### config.mk
export PLATFORM = sky130hd
export DESIGN_NAME = sam_mem_arbiter
export DESIGN_NICKNAME = d
export VERILOG_FILES = /design/src/rtl/sam_mem_arbiter.sv
export SDC_FILE = /design/constraint.sdc
export NUM_CORES = 1
export LEC_CHECK = 0
export BUFFER_PORTS_ARGS = -buffer_cell sky130_fd_sc_hd__buf_2
export CAP_MARGIN = 5
export CORE_UTILIZATION = 25
export DETAILED_ROUTE_END_ITERATION = 16
export HOLD_SLACK_MARGIN = 0.1
export MAX_ROUTING_LAYER = met4
export PLACE_DENSITY_LB_ADDON = 0.25
export SLEW_MARGIN = 20
export SYNTH_ARGS = -nofsm -noshare
export SYNTH_HDL_FRONTEND = slang
export SYNTH_SLANG_ARGS = --single-unit
### constraint.sdc
create_clock -name clk -period 3.98 [get_ports clk]
set_input_delay 0.597 -clock clk [delete_from_list [all_inputs] [get_ports clk]]
set_output_delay 0.597 -clock clk [all_outputs]
set_load 0.1 [all_outputs]
### src/rtl/sam_mem_arbiter.sv
// Two-port round-robin arbiter/sequencer for the shared SAM memory.
// Port 0 (CPU) can lock out port 1 (front panel) while it was the last owner.
module sam_mem_arbiter #(
    parameter int AW     = 8,
    parameter int DW     = 8,
    parameter int RD_LAT = 1
) (
    input  logic          clk,
    input  logic          rst,
    input  logic          m0_req,
    input  logic          m0_we,
    input  logic [AW-1:0] m0_addr,
    input  logic [DW-1:0] m0_wdata,
    input  logic          m0_lock,
    output logic          m0_gnt,
    output logic          m0_ack,
    output logic [DW-1:0] m0_rdata,
    input  logic          m1_req,
    input  logic          m1_we,
    input  logic [AW-1:0] m1_addr,
    input  logic [DW-1:0] m1_wdata,
    output logic          m1_gnt,
    output logic          m1_ack,
    output logic [DW-1:0] m1_rdata,
    output logic          mem_en,
    output logic          mem_we,
    output logic [AW-1:0] mem_addr,
    output logic [DW-1:0] mem_wdata,
    input  logic [DW-1:0] mem_rdata,
    output logic          busy,
    output logic          last_owner
);

    typedef enum logic [1:0] {IDLE, ISSUE, WAIT, ACK} state_t;

    state_t     state, state_d;
    logic [1:0] cnt, cnt_d;
    logic       we_q;
    logic       owner_d;
    logic       m1_elig;
    logic       start;
    logic       capture;
    logic       sel_we;

    // last_owner doubles as the current owner from ISSUE through ACK.
    always_comb begin
        state_d = state;
        cnt_d   = cnt;
        owner_d = last_owner;
        start   = 1'b0;
        capture = 1'b0;
        m1_elig = m1_req && !(m0_lock && !last_owner);
        case (state)
            IDLE: begin
                if (m0_req || m1_elig) begin
                    start   = 1'b1;
                    state_d = ISSUE;
                    if (m0_req && m1_elig) owner_d = ~last_owner;
                    else                   owner_d = m1_elig;
                end
            end
            ISSUE: begin
                if (we_q) begin
                    state_d = ACK;
                end else begin
                    state_d = WAIT;
                    cnt_d   = 2'(RD_LAT - 1);
                end
            end
            WAIT: begin
                if (cnt == 2'd0) begin
                    capture = 1'b1;
                    state_d = ACK;
                end else begin
                    cnt_d = cnt - 2'd1;
                end
            end
            ACK:     state_d = IDLE;
            default: state_d = IDLE;
        endcase
    end

    assign sel_we = owner_d ? m1_we : m0_we;

    always_ff @(posedge clk) begin
        if (rst) begin
            state      <= IDLE;
            cnt        <= 2'd0;
            we_q       <= 1'b0;
            last_owner <= 1'b1;
            mem_en     <= 1'b0;
            mem_we     <= 1'b0;
            mem_addr   <= '0;
            mem_wdata  <= '0;
            m0_gnt     <= 1'b0;
            m1_gnt     <= 1'b0;
            m0_ack     <= 1'b0;
            m1_ack     <= 1'b0;
            m0_rdata   <= '0;
            m1_rdata   <= '0;
            busy       <= 1'b0;
        end else begin
            state <= state_d;
            cnt   <= cnt_d;
            // Latch the winner's request; the memory bus registers hold it while idle.
            if (start) begin
                last_owner <= owner_d;
                we_q       <= sel_we;
                mem_addr   <= owner_d ? m1_addr  : m0_addr;
                mem_wdata  <= owner_d ? m1_wdata : m0_wdata;
            end
            mem_en <= start;
            mem_we <= start && sel_we;
            m0_gnt <= (state_d != IDLE) && !owner_d;
            m1_gnt <= (state_d != IDLE) &&  owner_d;
            m0_ack <= (state_d == ACK)  && !owner_d;
            m1_ack <= (state_d == ACK)  &&  owner_d;
            busy   <= (state_d != IDLE);
            if (capture) begin
                if (last_owner) m1_rdata <= mem_rdata;
                else            m0_rdata <= mem_rdata;
            end
        end
    end

endmodule

== Word-level counts from Yosys, hierarchy flattened ==
Cells that the tools add are included.

* Flip-flop bits (word level): 45
* Input bits: 47
* Output and inout port bits: 40
* Word-level logic and storage cells: 59

* Add/sub/neg operators: 1
* Equal/unequal tests: 6
* Mux-type cells: 17
* Bitwise operators: 1
* Reductions and logical operators: 19

{| class="wikitable"
|+ Operators by type and width
! operator !! count
|-
| $mux 8 || 2
|-
| $mux 1 || 9
|-
| $logic_and 1x1->1 || 8
|-
| $mux 2 || 4
|-
| $pmux 2 s4 || 1
|-
| $eq 2x2->1 const B || 3
|-
| $logic_not 2->1 || 2
|-
| $ne 2x2->1 const B || 2
|-
| $pmux 2 s2 || 1
|-
| $reduce_and 2->1 || 2
|-
| $reduce_bool 2->1 || 2
|-
| $logic_not 1->1 || 3
|-
| $reduce_and 3->1 || 1
|-
| $eq 2x1->1 const B || 1
|-
| $sub 2x1->2 const B || 1
|-
| $logic_or 1x1->1 || 1
|-
| $not 1->1 || 1
|}

== Longest topological paths before layout ==
Gate-level depths: netlist of run 1.

* Word-level depth: 10
* Depth in mapped cells: 7
* Mapped depth without buffers: 6

== Worst setup path after synthesis of run 1 ==
No wires, ideal clock.

* Kind: register -> register
* Start point: register last_owner
* End point: register mem_addr[0]
* Setup time: 145 ps
* Arrival time: 1923 ps
* Data required time: 3835 ps
* Slack: 1912 ps
* Cell stages (with the launch flop): 6
* Path buffers: 1
* Clock period less this slack: 2068 ps
* Cell sequence: dfxtp_1 nor4bb_1 a21oi_2 buf_2 mux2i_1 a211oi_2

* Cells in the longest elaborated chain, start to end: 9
* Elaborated cells on any way between the ends: 13
* Classes of those cells: mux (6); bitwise (1); reduce/logical (6)

{| class="wikitable"
|+ RTL lines
! item !! RTL line !! text
|-
| start: declaration || 31 || <nowiki>output logic last_owner</nowiki>
|-
| start signal: assignment || 107 || <nowiki>last_owner <= owner_d;</nowiki>
|-
| $logic_not 1->1 || 52 || <nowiki>m1_elig = m1_req && !(m0_lock && !last_owner);</nowiki>
|-
| $logic_and 1x1->1 || 52 ||
|-
| $logic_not 1->1 || 52 ||
|-
| $logic_and 1x1->1 || 52 ||
|-
| $logic_and 1x1->1 || 58 || <nowiki>if (m0_req && m1_elig) owner_d = ~last_owner;</nowiki>
|-
| $mux 1 || 58 ||
|-
| $mux 1 || 55 || <nowiki>if (m0_req || m1_elig) begin</nowiki>
|-
| $mux 1 || 53 || <nowiki>case (state)</nowiki>
|-
| $mux 8 || 109 || <nowiki>mem_addr <= owner_d ? m1_addr : m0_addr;</nowiki>
|-
| end signal: assignment || 109 ||
|-
| end: declaration || 27 || <nowiki>output logic [AW-1:0] mem_addr,</nowiki>
|}

Parallel ways exist; a longest one is shown, timed or not.
A chain may end at the register's enable or synchronous reset.

== Worst setup path after layout of run 1 ==
* Start point: register state[0]
* End point: register mem_wdata[6]

* Cells in the longest elaborated chain, start to end: 3
* Elaborated cells on any way between the ends: 4
* Classes of those cells: mux (3); reduce/logical (1)

{| class="wikitable"
|+ RTL lines
! item !! RTL line !! text
|-
| start: declaration || 36 || <nowiki>state_t state, state_d;</nowiki>
|-
| start signal: assignment || 103 || <nowiki>state <= state_d;</nowiki>
|-
| $logic_not 2->1 (*) || 53 ||
|-
| $mux 1 || 53 ||
|-
| $mux 8 || 110 || <nowiki>mem_wdata <= owner_d ? m1_wdata : m0_wdata;</nowiki>
|-
| end signal: assignment || 110 ||
|-
| end: declaration || 28 || <nowiki>output logic [DW-1:0] mem_wdata,</nowiki>
|}

Mark *: on every way between the ends. The rest lies on a longest branch, timed or not.

==> results of run 1 <==
-- flip-flops by register name, summed over array words and instances (netlist names), 2 cells and up --
signal / count
mem_wdata: 8
m0_rdata: 8
state: 2
cnt: 2
m1_rdata: 8
mem_addr: 8
-- cells by family after synthesis --
logic type | synth area share
compound gates | 0.1797
flops | 0.4721
simple gates | 0.09837
mux | 0.1731
buf+inv | 0.04393
fa+ha+maj | 0.03279
-- worst register-to-register path: cells and delay by family, from the launching register on --
family,cells,cell delay [ns]
fa+ha+maj,1,0.20
compound gates,2,0.70
buf+inv,3,0.64
simple gates,1,0.16
mux,1,0.30
flops,1,0.36
-- area by class of cell --
| class | count | area (um^2) |
|---|---|---|
| Timing Repair Buffer | 88 | 445.4 |
| Multi-Input combinational cell | 123 | 923.4 |
| Fill cell | 775 | 4848 |
| Tap cell | 99 | 123.9 |
| Sequential cell | 45 | 900.9 |
| Clock buffer | 5 | 68.82 |
| Clock inverter | 1 | 5.005 |
| Inverter | 4 | 15.01 |
-- how the worst min path moves through the flow --
stage	slack, ns	start	cells past startpoint	endpoint
after global placement	0.47	m0_rdata[0]	2	m0_rdata[0]
after floorplan	0.49	cnt[1]	2	cnt[1]
after CTS	0.50	m1_rdata[2]	2	m1_rdata[2]
after global routing	0.54	m0_rdata[5]	2	m0_rdata[5]
after detailed placement	0.48	m0_rdata[0]	2	m0_rdata[0]
final	0.49	m0_rdata[0]	2	m0_rdata[0]
-- stage by stage --
stage	instance area (um^2)	instances	worst slack (ns)	utilization
2_1_floorplan	1908	186	1.912	-
3_3_place_gp	2409	359	1.551	0.3286
3_5_place_dp	2409	359	1.498	0.3286
4_1_cts	2482	365	1.489	0.3386
5_1_grt	2482	365	1.352	0.3386
6_report	2482	365	1.492	0.3386
-- routing by layer --
metal	up-vias	global-route usage	wire length, um
li1	818	-	-
met1	709	0.1545	2152
met2	42	0.1714	2040
met3	6	0.03232	211
met4	0	0.04040	78
met5	-	-	0
-- placed cells by master, fill, tap and decap left out, types with 3 or more instances in the layout --
master | netlist | final
sky130_fd_sc_hd__a211oi_2 | 11 | 11
sky130_fd_sc_hd__ha_1 | 5 | 5
sky130_fd_sc_hd__inv_1 | 4 | 4
sky130_fd_sc_hd__nor2_1 | 22 | 22
sky130_fd_sc_hd__dfxtp_1 | 45 | 45
sky130_fd_sc_hd__a21oi_1 | 18 | 18
sky130_fd_sc_hd__clkbuf_8 | 0 | 5
sky130_fd_sc_hd__a211oi_1 | 7 | 7
sky130_fd_sc_hd__mux2i_1 | 33 | 33
sky130_fd_sc_hd__a22oi_1 | 3 | 3
sky130_fd_sc_hd__buf_2 | 4 | 86
sky130_fd_sc_hd__nand2_1 | 5 | 5
==> summary.md, run 1 <==
| Metric | Value |
|---|---|
| Result of the run | complete, no violations |
| Fraction of the yosys area taken by sequential cells | 0.4721 |
| H-tree depth reported by CTS | 2 |
| Most frequently used cell type in the post-synthesis netlist | sky130_fd_sc_hd__dfxtp_1 |
| Die Span X | 89.37 um |
| Congestion Overflow GR | 0 |
| Ordered cell list for the critical path | inv_1, ha_1, buf_4, nor4bb_1, a21oi_2, buf_4, mux2i_1, a211oi_2 |
| Pin count of the biggest net entering global routing | 43 |
| Number of global-route vias before repair | 1457 |
| Share of cells above drive strength 1 | 0.4023 |
| Most frequently used flop master after synthesis | sky130_fd_sc_hd__dfxtp_1 |
| Critical-path maximum fanout | 21 |
| Critical Path Start | state[0] |
| Crit path max-delay cell type | sky130_fd_sc_hd__a21oi_2 |
| Leading cell types by total area after synthesis | sky130_fd_sc_hd__dfxtp_1, sky130_fd_sc_hd__mux2i_1, sky130_fd_sc_hd__a211oi_2 |
| Layout overhead on the synthesized area | 30.10% |
| Number of cells on the critical path | 8 |
| Count of mapped cells out of synthesis | 186 |
| Antenna diode count | 0 |
| Routability congestion estimate from global placement | 0.6943 |
| Final net count | 319 |
| Placed wire-length estimate after detailed placement | 3242 um |
| Worst-case headroom to the max-slew limit | 0.4017 |
| CP Buf/Inv Count | 3 |
| Capturing point of the worst reg2reg path | mem_wdata[6] |
| Quantity of gates resized following cts | 0 |
| Arrival time at the worst endpoint | 2.63 ns |
| Syn_area_per_cell | 10.26 um^2 |
| Height of the die | 89.37 um |
| Final hold vios | 0 |
| Vias | 1575 |
| Area of the die | 7986 um^2 |
| EDFF count, synth | 0 |
| Core box area | 7331 um^2 |
| Achievable clock frequency | 402.0 MHz |
| Synthesis warning total | 0 |
| Count of maximum capacitance violations | 0 |
| Clock tree from TritonCTS | done |
| Worst path max stage delay | 0.60 ns |
| Synth unique cells | 29 |
| Critical path capture point type | flip-flop |
| Clk slew on worst S/H paths | 0.08 ns |
| First-pass GRT wire length | 6879 um |
| Kind of start point of the critical path | flip-flop |
| Syn Nets | 238 |
| Overall routing resource usage | 0.1171 |
| Leading area contributor after synthesis | sky130_fd_sc_hd__dfxtp_1 |
| Post-synthesis cell area | 1908 um^2 |
| Initial DRT Pass Iterations | 4 |
| Number of nets with antenna violations after routing | 0 |
| R2r worst-path depth | 8 |
| Total Negative Setup Slacks | 0 ns |
| CP Capture Point | mem_wdata[6] |
| Final number of setup-violating endpoints | 0 |
| Synth async-reset ratio | 0 |
| I/O pin count | 87 |
| Root buffer selected by CTS | sky130_fd_sc_hd__clkbuf_8 |
| DRC violation count after routing | 0 |
| Worst-case register-to-register setup slack | 1.49 ns |
| Final WL | 4482 um |
| Origin of the critical flop-to-flop path | state[0] |
| Number of synthesized register bits | 45 |
| Routed vias/inst | 4.315 |
| CTS sink cnt | 45 |
| DRC violation total after the first TritonRoute iteration | 43 |
| Starting Density | 0.2603 |
| Final critical-path share of the clock period | 0.6251 |
| CTS Hold Buffers Added | 0 |
| Setup repair after global routing missed its margin | false |
| Path type of the worst setup path | reg2reg |
| Mean routed wirelength per cell | 12.28 um |
| Transition at the pin with the smallest max-transition slack | 0.8975 ns |
| Clock Skew | 0.009942 ns |
| Post-route worst hold slack | 0.4928 ns |
| Kind of cell adding the most delay to the critical path | compound AO/OA/AOI/OAI gates |
| Number of buffers added on ports | 86 |
| CTS buffer count | 5 |
| Number of antenna violations at the first check in global routing | 0 |
| Class of the tightest hold or removal check | reg2reg |
| Post-CTS setup buffer count | 0 |
| Cell repeated most along the worst path | sky130_fd_sc_hd__buf_4 |
| Number of pins exceeding their max-slew limit in the final report | 0 |
| FP Rows | 31 |
| Top cell type's share of synthesized area | 0.4721 |
| Min Tclk post-route | 2.488 ns |
| Worst EP required | 4.12 ns |
| Worst-case clock buffer depth | 2 |
| Clock latency on the worst-skew pair | 0.29 ns |
| Top cells by instance count after synthesis | sky130_fd_sc_hd__dfxtp_1, sky130_fd_sc_hd__mux2i_1, sky130_fd_sc_hd__nor2_1 |
Power of run 1 is left out: the tool's default activity adds up to more than one toggle a clock period on the data nets, which glitch-free logic cannot reach.
==> run 2, diff against run 1 <==
Settings changed: ABC_AREA set to 1.
Clock period 3.98 ns to 2.4 ns, I/O delays scaled along.
==> run 2 against run 1 <==
  * First-iteration DRC count grew 16%
  * Non-clock buffer count up 2
  * Global-route usage up 1.0 points
  * Fmax increased by 42%
  * Critical path type unchanged
  * Highest routed layer unchanged
==> summary.md, run 2 <==
| Metric | Value |
|---|---|
| Result of the run | complete, no violations (unchanged) |
| CTS sink cnt | 45 (unchanged) |
| Count of maximum capacitance violations | 0 (unchanged) |
| Number of antenna violations at the first check in global routing | 0 (unchanged) |
| Final core occ | 0.3347 (was 0.3386) |
| PnR worst setup slack | 0.6504 ns (was 1.492 ns) |
| Transition at the pin with the smallest max-transition slack | 0.5735 ns (was 0.8975 ns) |
| Die Span X | 94.02 um (was 89.37 um) |
| Post-route worst hold slack | 0.2977 ns (was 0.4928 ns) |
| Worst EP required | 2.63 ns (was 4.12 ns) |
| Number of nets with antenna violations after routing | 0 (unchanged) |
| Path type of the worst setup path | reg2reg (unchanged) |
| Synthesis warning total | 0 (unchanged) |
| Final number of setup-violating endpoints | 0 (unchanged) |
| Syn_area_per_cell | 6.785 um^2 (was 10.26 um^2) |
| First-pass GRT wire length | 8445 um (was 6879 um) |
| Clock tree from TritonCTS | done (unchanged) |
| Setup repair after global routing missed its margin | false (unchanged) |
| Post-synthesis cell area | 2117 um^2 (was 1908 um^2) |
| CTS buffer count | 5 (unchanged) |
| Critical path capture point type | flip-flop (unchanged) |
| Number of synthesized register bits | 45 (unchanged) |
| Arrival time at the worst endpoint | 1.98 ns (was 2.63 ns) |
| Quantity of gates resized following cts | 0 (unchanged) |
| Starting Density | 0.2577 (was 0.2603) |
| Core box area | 8217 um^2 (was 7331 um^2) |
| Number of buffers added on ports | 86 (unchanged) |
| Clock Skew | 0.007190 ns (was 0.009942 ns) |
| Most common library cell in the layout ignoring fill and taps | sky130_fd_sc_hd__buf_2 (unchanged) |
| Share of cells above drive strength 1 | 0.2739 (was 0.4023) |
| Pin count of the biggest net entering global routing | 35 (was 43) |
| Number of pins exceeding their max-slew limit in the final report | 0 (unchanged) |
| Clock latency on the worst-skew pair | 0.30 ns (was 0.29 ns) |
| Final WL | 5445 um (was 4482 um) |
| Initial DRT Pass Iterations | 4 (unchanged) |
| Vias | 2058 (was 1575) |
| FP Rows | 33 (was 31) |
| Final critical-path share of the clock period | 0.7290 (was 0.6251) |
| Critical-path maximum fanout | 34 (was 21) |
| Top cell type's share of synthesized area | 0.4255 (was 0.4721) |
| Most frequently used cell type in the post-synthesis netlist | sky130_fd_sc_hd__nand2_1 (was sky130_fd_sc_hd__dfxtp_1) |
| Synth unique cells | 22 (was 29) |
| Min Tclk post-route | 1.750 ns (was 2.488 ns) |
| H-tree depth reported by CTS | 2 (unchanged) |
| Worst path max stage delay | 0.44 ns (was 0.60 ns) |
| Leading area contributor after synthesis | sky130_fd_sc_hd__dfxtp_1 (unchanged) |
| Final hold vios | 0 (unchanged) |
| Class of the tightest hold or removal check | in2reg (was reg2reg) |
| Cell repeated most along the worst path | sky130_fd_sc_hd__nand2_1 (was sky130_fd_sc_hd__buf_4) |
| Post-CTS setup buffer count | 0 (unchanged) |
| CTS Hold Buffers Added | 0 (unchanged) |
| Leading cell types in the layout, fill and taps excluded | sky130_fd_sc_hd__buf_2, sky130_fd_sc_hd__nand2_1, sky130_fd_sc_hd__inv_1, sky130_fd_sc_hd__nor2_1, sky130_fd_sc_hd__dfxtp_1 (was sky130_fd_sc_hd__buf_2, sky130_fd_sc_hd__dfxtp_1, sky130_fd_sc_hd__mux2i_1, sky130_fd_sc_hd__nor2_1, sky130_fd_sc_hd__a21oi_1) |
| Crit path max-delay cell type | sky130_fd_sc_hd__nand2_2 (was sky130_fd_sc_hd__a21oi_2) |
| Placed wire-length estimate after detailed placement | 3997 um (was 3242 um) |
| EDFF count, synth | 0 (unchanged) |
| Root buffer selected by CTS | sky130_fd_sc_hd__clkbuf_8 (unchanged) |
| Layout fillers | 934 (was 775) |
| Ordered cell list for the critical path | inv_1, ha_1, nand2_1, nand2_2, nand2_1, inv_1, nand2_1, nor2_1 (was inv_1, ha_1, buf_4, nor4bb_1, a21oi_2, buf_4, mux2i_1, a211oi_2) |
| Most frequently used flop master after synthesis | sky130_fd_sc_hd__dfxtp_1 (unchanged) |
| Worst setup timing slack at the placement stage | 0.6418 ns (was 1.498 ns) |
| Total Negative Setup Slacks | 0 ns (unchanged) |
| Worst-case headroom to the max-slew limit | 0.6163 (was 0.4017) |
| Area of the die | 8840 um^2 (was 7986 um^2) |
| I/O pin count | 87 (unchanged) |
| Mean routed wirelength per cell | 10.83 um (was 12.28 um) |
| Antenna diode count | 0 (unchanged) |
| Number of global-route vias before repair | 1752 (was 1457) |
| Achievable clock frequency | 571.6 MHz (was 402.0 MHz) |
| Clk slew on worst S/H paths | 0.09 ns (was 0.08 ns) |
| Worst-case clock buffer depth | 2 (unchanged) |
| DRC violation total after the first TritonRoute iteration | 50 (was 43) |
| Top cells by instance count after synthesis | sky130_fd_sc_hd__nand2_1, sky130_fd_sc_hd__inv_1, sky130_fd_sc_hd__nor2_1 (was sky130_fd_sc_hd__dfxtp_1, sky130_fd_sc_hd__mux2i_1, sky130_fd_sc_hd__nor2_1) |
| Height of the die | 94.02 um (was 89.37 um) |
| Congestion Overflow GR | 0 (unchanged) |
| Count of mapped cells out of synthesis | 312 (was 186) |
| Syn Nets | 364 (was 238) |
| Routed vias/inst | 4.091 (was 4.315) |
| Kind of start point of the critical path | flip-flop (unchanged) |
| DRC violation count after routing | 0 (unchanged) |
| Leading cell types by total area after synthesis | sky130_fd_sc_hd__dfxtp_1, sky130_fd_sc_hd__nand2_1, sky130_fd_sc_hd__inv_1 (was sky130_fd_sc_hd__dfxtp_1, sky130_fd_sc_hd__mux2i_1, sky130_fd_sc_hd__a211oi_2) |
| Final net count | 449 (was 319) |
| Routability congestion estimate from global placement | 0.8222 (was 0.6943) |
| Layout overhead on the synthesized area | 29.91% (was 30.10%) |
| Synth async-reset ratio | 0 (unchanged) |
| Fraction of the yosys area taken by sequential cells | 0.4255 (was 0.4721) |
| Overall routing resource usage | 0.1276 (was 0.1171) |
run 2: cell count changes after synthesis, moves of 7 or more:
cell,before,now
sky130_fd_sc_hd__mux2i_1,33,0
sky130_fd_sc_hd__a21oi_1,18,28
sky130_fd_sc_hd__nor2_1,22,51
sky130_fd_sc_hd__o21ai_0,2,18
sky130_fd_sc_hd__a211oi_1,7,0
sky130_fd_sc_hd__inv_1,4,56
sky130_fd_sc_hd__nand2_1,5,59
sky130_fd_sc_hd__nand3_1,1,23
sky130_fd_sc_hd__a211oi_2,11,0
run 2: cell families (layout without fill, tap and decap cells):
group                      count (synthesis)  in the layout  synth area share
and+or+nand+nor                          144            144            0.2849
buffers and inverters                     70            156            0.1401
AOI/OAI and AO/OA                         48             48            0.1200
DFF                                       45             45            0.4255
adders and majority gates                  5              5           0.02955
run 2: critical path: cells and delay by family (launching register included):
kind	cells	cell delay (ns)
adders and majority gates	1	0.24
buffers and inverters	2	0.23
DFF	1	0.34
and+or+nand+nor	5	0.88
run 2: metal layers:
| metal | global-route usage | vias up | wire (um) |
|---|---|---|---|
| met3 | 0.02427 | 5 | 194 |
| li1 | - | 1115 | - |
| met4 | 0.03846 | 0 | 70 |
| met1 | 0.1640 | 893 | 2620 |
| met2 | 0.2026 | 45 | 2559 |
| met5 | - | - | 0 |
run 2: final timing paths:
path           startpoint          end  slack (ns)  depth (start not counted)
max              state[0]       m0_ack        0.65                          8
min          mem_rdata[1]  m0_rdata[1]        0.30                          3
max reg2reg      state[0]       m0_ack        0.65                          8
min reg2reg   m1_rdata[5]  m1_rdata[5]        0.44                          2
run 2: cell type report:
class / instances / area [um^2] / share of cell area
Inverter: 58 / 217.7 / 0.07916
Clock buffer: 6 / 82.58 / 0.03003
Tap cell: 105 / 131.4 / 0.04777
Clock inverter: 2 / 37.54 / 0.01365
Sequential cell: 45 / 900.9 / 0.3276
Timing Repair Buffer: 90 / 460.4 / 0.1674
Multi-Input combinational cell: 197 / 919.6 / 0.3344
run 2: per-stage QoR:
| step | cell area [um^2] | std cells |
|---|---|---|
| CTS | 2750 | 503 |
| global placement | 2630 | 495 |
| finish | 2750 | 503 |
| detailed placement | 2630 | 495 |
| global route | 2750 | 503 |
| floorplan | 2117 | 312 |
Power of run 2 is left out for the same reason.
==> run 3, diff against run 2 <==
Clock period 2.4 ns to 1.7 ns, I/O delays scaled along.
==> run 3 against run 2 <==
  * Register-to-register slack worse by 0.41 ns
  * Sequential cell count unchanged
  * Fmax up 19%
  * Sequential share of layout area down 0.84 points
  * Count of clock-buffer cells in the layout unchanged
  * Wire length down 3.0%
  * Critical endpoint is now mem_wdata[6]
  * Largest cell class unchanged
  * Highest routed layer unchanged
==> summary.md, run 3 (same netlist as run 2, synthesis figures left out) <==
| Metric | Value |
|---|---|
| Layout fillers | 896 (was 934) |
| Path type of the worst setup path | reg2reg (unchanged) |
| Critical path capture point type | flip-flop (unchanged) |
| Total Negative Setup Slacks | 0 ns (unchanged) |
| FP Rows | 33 (unchanged) |
| Leading cell types in the layout, fill and taps excluded | sky130_fd_sc_hd__buf_2, sky130_fd_sc_hd__nand2_1, sky130_fd_sc_hd__inv_1, sky130_fd_sc_hd__nor2_1, sky130_fd_sc_hd__dfxtp_1 (unchanged) |
| Final critical-path share of the clock period | 0.8614 (was 0.7290) |
| Placed wire-length estimate after detailed placement | 3917 um (was 3997 um) |
| Number of nets with antenna violations after routing | 0 (unchanged) |
| Final WL | 5279 um (was 5445 um) |
| Most common library cell in the layout ignoring fill and taps | sky130_fd_sc_hd__buf_2 (unchanged) |
| CTS buffer count | 5 (unchanged) |
| Area of the die | 8840 um^2 (unchanged) |
| Pin count of the biggest net entering global routing | 34 (was 35) |
| Number of antenna violations at the first check in global routing | 0 (unchanged) |
| Number of global-route vias before repair | 1766 (was 1752) |
| Critical-path maximum fanout | 26 (was 34) |
| DRC violation count after routing | 0 (unchanged) |
| Core box area | 8217 um^2 (unchanged) |
| Routability congestion estimate from global placement | 0.7706 (was 0.8222) |
| Number of pins exceeding their max-slew limit in the final report | 0 (unchanged) |
| Worst-case headroom to the max-slew limit | 0.6722 (was 0.6163) |
| Kind of start point of the critical path | flip-flop (unchanged) |
| CTS sink cnt | 45 (unchanged) |
| H-tree depth reported by CTS | 2 (unchanged) |
| Routed vias/inst | 4.067 (was 4.091) |
| Count of maximum capacitance violations | 0 (unchanged) |
| Final hold vios | 0 (unchanged) |
| Result of the run | complete, no violations (unchanged) |
| Final net count | 453 (was 449) |
| Congestion Overflow GR | 0 (unchanged) |
| Min Tclk post-route | 1.464 ns (was 1.750 ns) |
| Worst EP required | 1.90 ns (was 2.63 ns) |
| Class of the tightest hold or removal check | in2reg (unchanged) |
| Clk slew on worst S/H paths | 0.09 ns (about the same) |
| Share of cells above drive strength 1 | 0.2886 (was 0.2739) |
| Root buffer selected by CTS | sky130_fd_sc_hd__clkbuf_8 (unchanged) |
| DRC violation total after the first TritonRoute iteration | 74 (was 50) |
| Antenna diode count | 0 (unchanged) |
| Clock latency on the worst-skew pair | 0.30 ns (about the same) |
| Setup repair after global routing missed its margin | false (unchanged) |
| Starting Density | 0.2577 (unchanged) |
| Die Span X | 94.02 um (unchanged) |
| Transition at the pin with the smallest max-transition slack | 0.4952 ns (was 0.5735 ns) |
| First-pass GRT wire length | 8376 um (was 8445 um) |
| Overall routing resource usage | 0.1249 (was 0.1276) |
| Clock tree from TritonCTS | done (unchanged) |
| Clock Skew | 0.005527 ns (was 0.007190 ns) |
| Mean routed wirelength per cell | 10.41 um (was 10.83 um) |
| Arrival time at the worst endpoint | 1.66 ns (was 1.98 ns) |
| Layout overhead on the synthesized area | 33.51% (was 29.91%) |
| Achievable clock frequency | 682.9 MHz (was 571.6 MHz) |
| Worst-case clock buffer depth | 2 (unchanged) |
| Vias | 2062 (was 2058) |
| Initial DRT Pass Iterations | 4 (unchanged) |
| I/O pin count | 87 (unchanged) |
| Number of buffers added on ports | 86 (unchanged) |
| Final number of setup-violating endpoints | 0 (unchanged) |
| Height of the die | 94.02 um (unchanged) |
[run 3: cell types whose count changed in the layout (fill, tap and decap cells not counted), sizes merged]
| cell | before | now |
|---|---|---|
| buf | 90 | 94 |
[run 3: path summary, 6_finish.rpt]
kind,from,to,slack (ns),cells past startpoint
worst max-delay path,state[0],mem_wdata[6],0.24,8
worst min-delay path,mem_rdata[3],m0_rdata[3],0.19,3
worst max register to register,state[0],mem_wdata[6],0.24,8
worst min register to register,m1_rdata[2],m1_rdata[2],0.45,2
[run 3: layer usage]
layer  wire (um)  track usage
met1        2597       0.1620
met2        2430       0.1946
met3         203      0.02589
met4          48      0.03846
met5           0            -
[run 3: what timing repair did]
item / CTS / global route
endpoints found under the setup margin: 0 / 15
hold buffers: 0 / 0
buffers inserted: 0 / 0
gates resized for setup: 0 / 2
[run 3: area by class of cell]
class / instances / area [um^2] / area share
Multi-Input combinational cell: 197 / 927.1 / 0.3280
Timing Repair Buffer: 94 / 528.0 / 0.1868
Inverter: 58 / 217.7 / 0.07703
Clock inverter: 2 / 37.54 / 0.01328
Tap cell: 105 / 131.4 / 0.04648
Sequential cell: 45 / 902.1 / 0.3192
Clock buffer: 6 / 82.58 / 0.02922
[run 3: worst max-delay path, cell delays in order, from the launching register on]
cell                      delay [ns]
sky130_fd_sc_hd__dfxtp_1        0.34
sky130_fd_sc_hd__inv_1          0.10
sky130_fd_sc_hd__ha_1           0.25
sky130_fd_sc_hd__nand4_2        0.19
sky130_fd_sc_hd__buf_12         0.21
sky130_fd_sc_hd__nand3_1        0.07
sky130_fd_sc_hd__nand2_1        0.05
sky130_fd_sc_hd__nor2_1         0.10
sky130_fd_sc_hd__nor2_1         0.05
[run 3: per-stage QoR]
| stage | instances | hold slack (ns) | setup WS, ns | cell area (um^2) | utilization |
|---|---|---|---|---|---|
| floorplan | 312 | 0.3241 | 0.1745 | 2118 | - |
| global placement | 499 | 0.4322 | 0.1506 | 2699 | 0.3285 |
| detailed placement | 499 | 0.4378 | 0.1387 | 2699 | 0.3285 |
| CTS | 507 | 0.1848 | 0.1336 | 2819 | 0.3431 |
| global route | 507 | 0.1884 | 0.05753 | 2826 | 0.3440 |
| finish | 507 | 0.1904 | 0.2356 | 2826 | 0.3440 |
Power of run 3 is left out for the same reason.
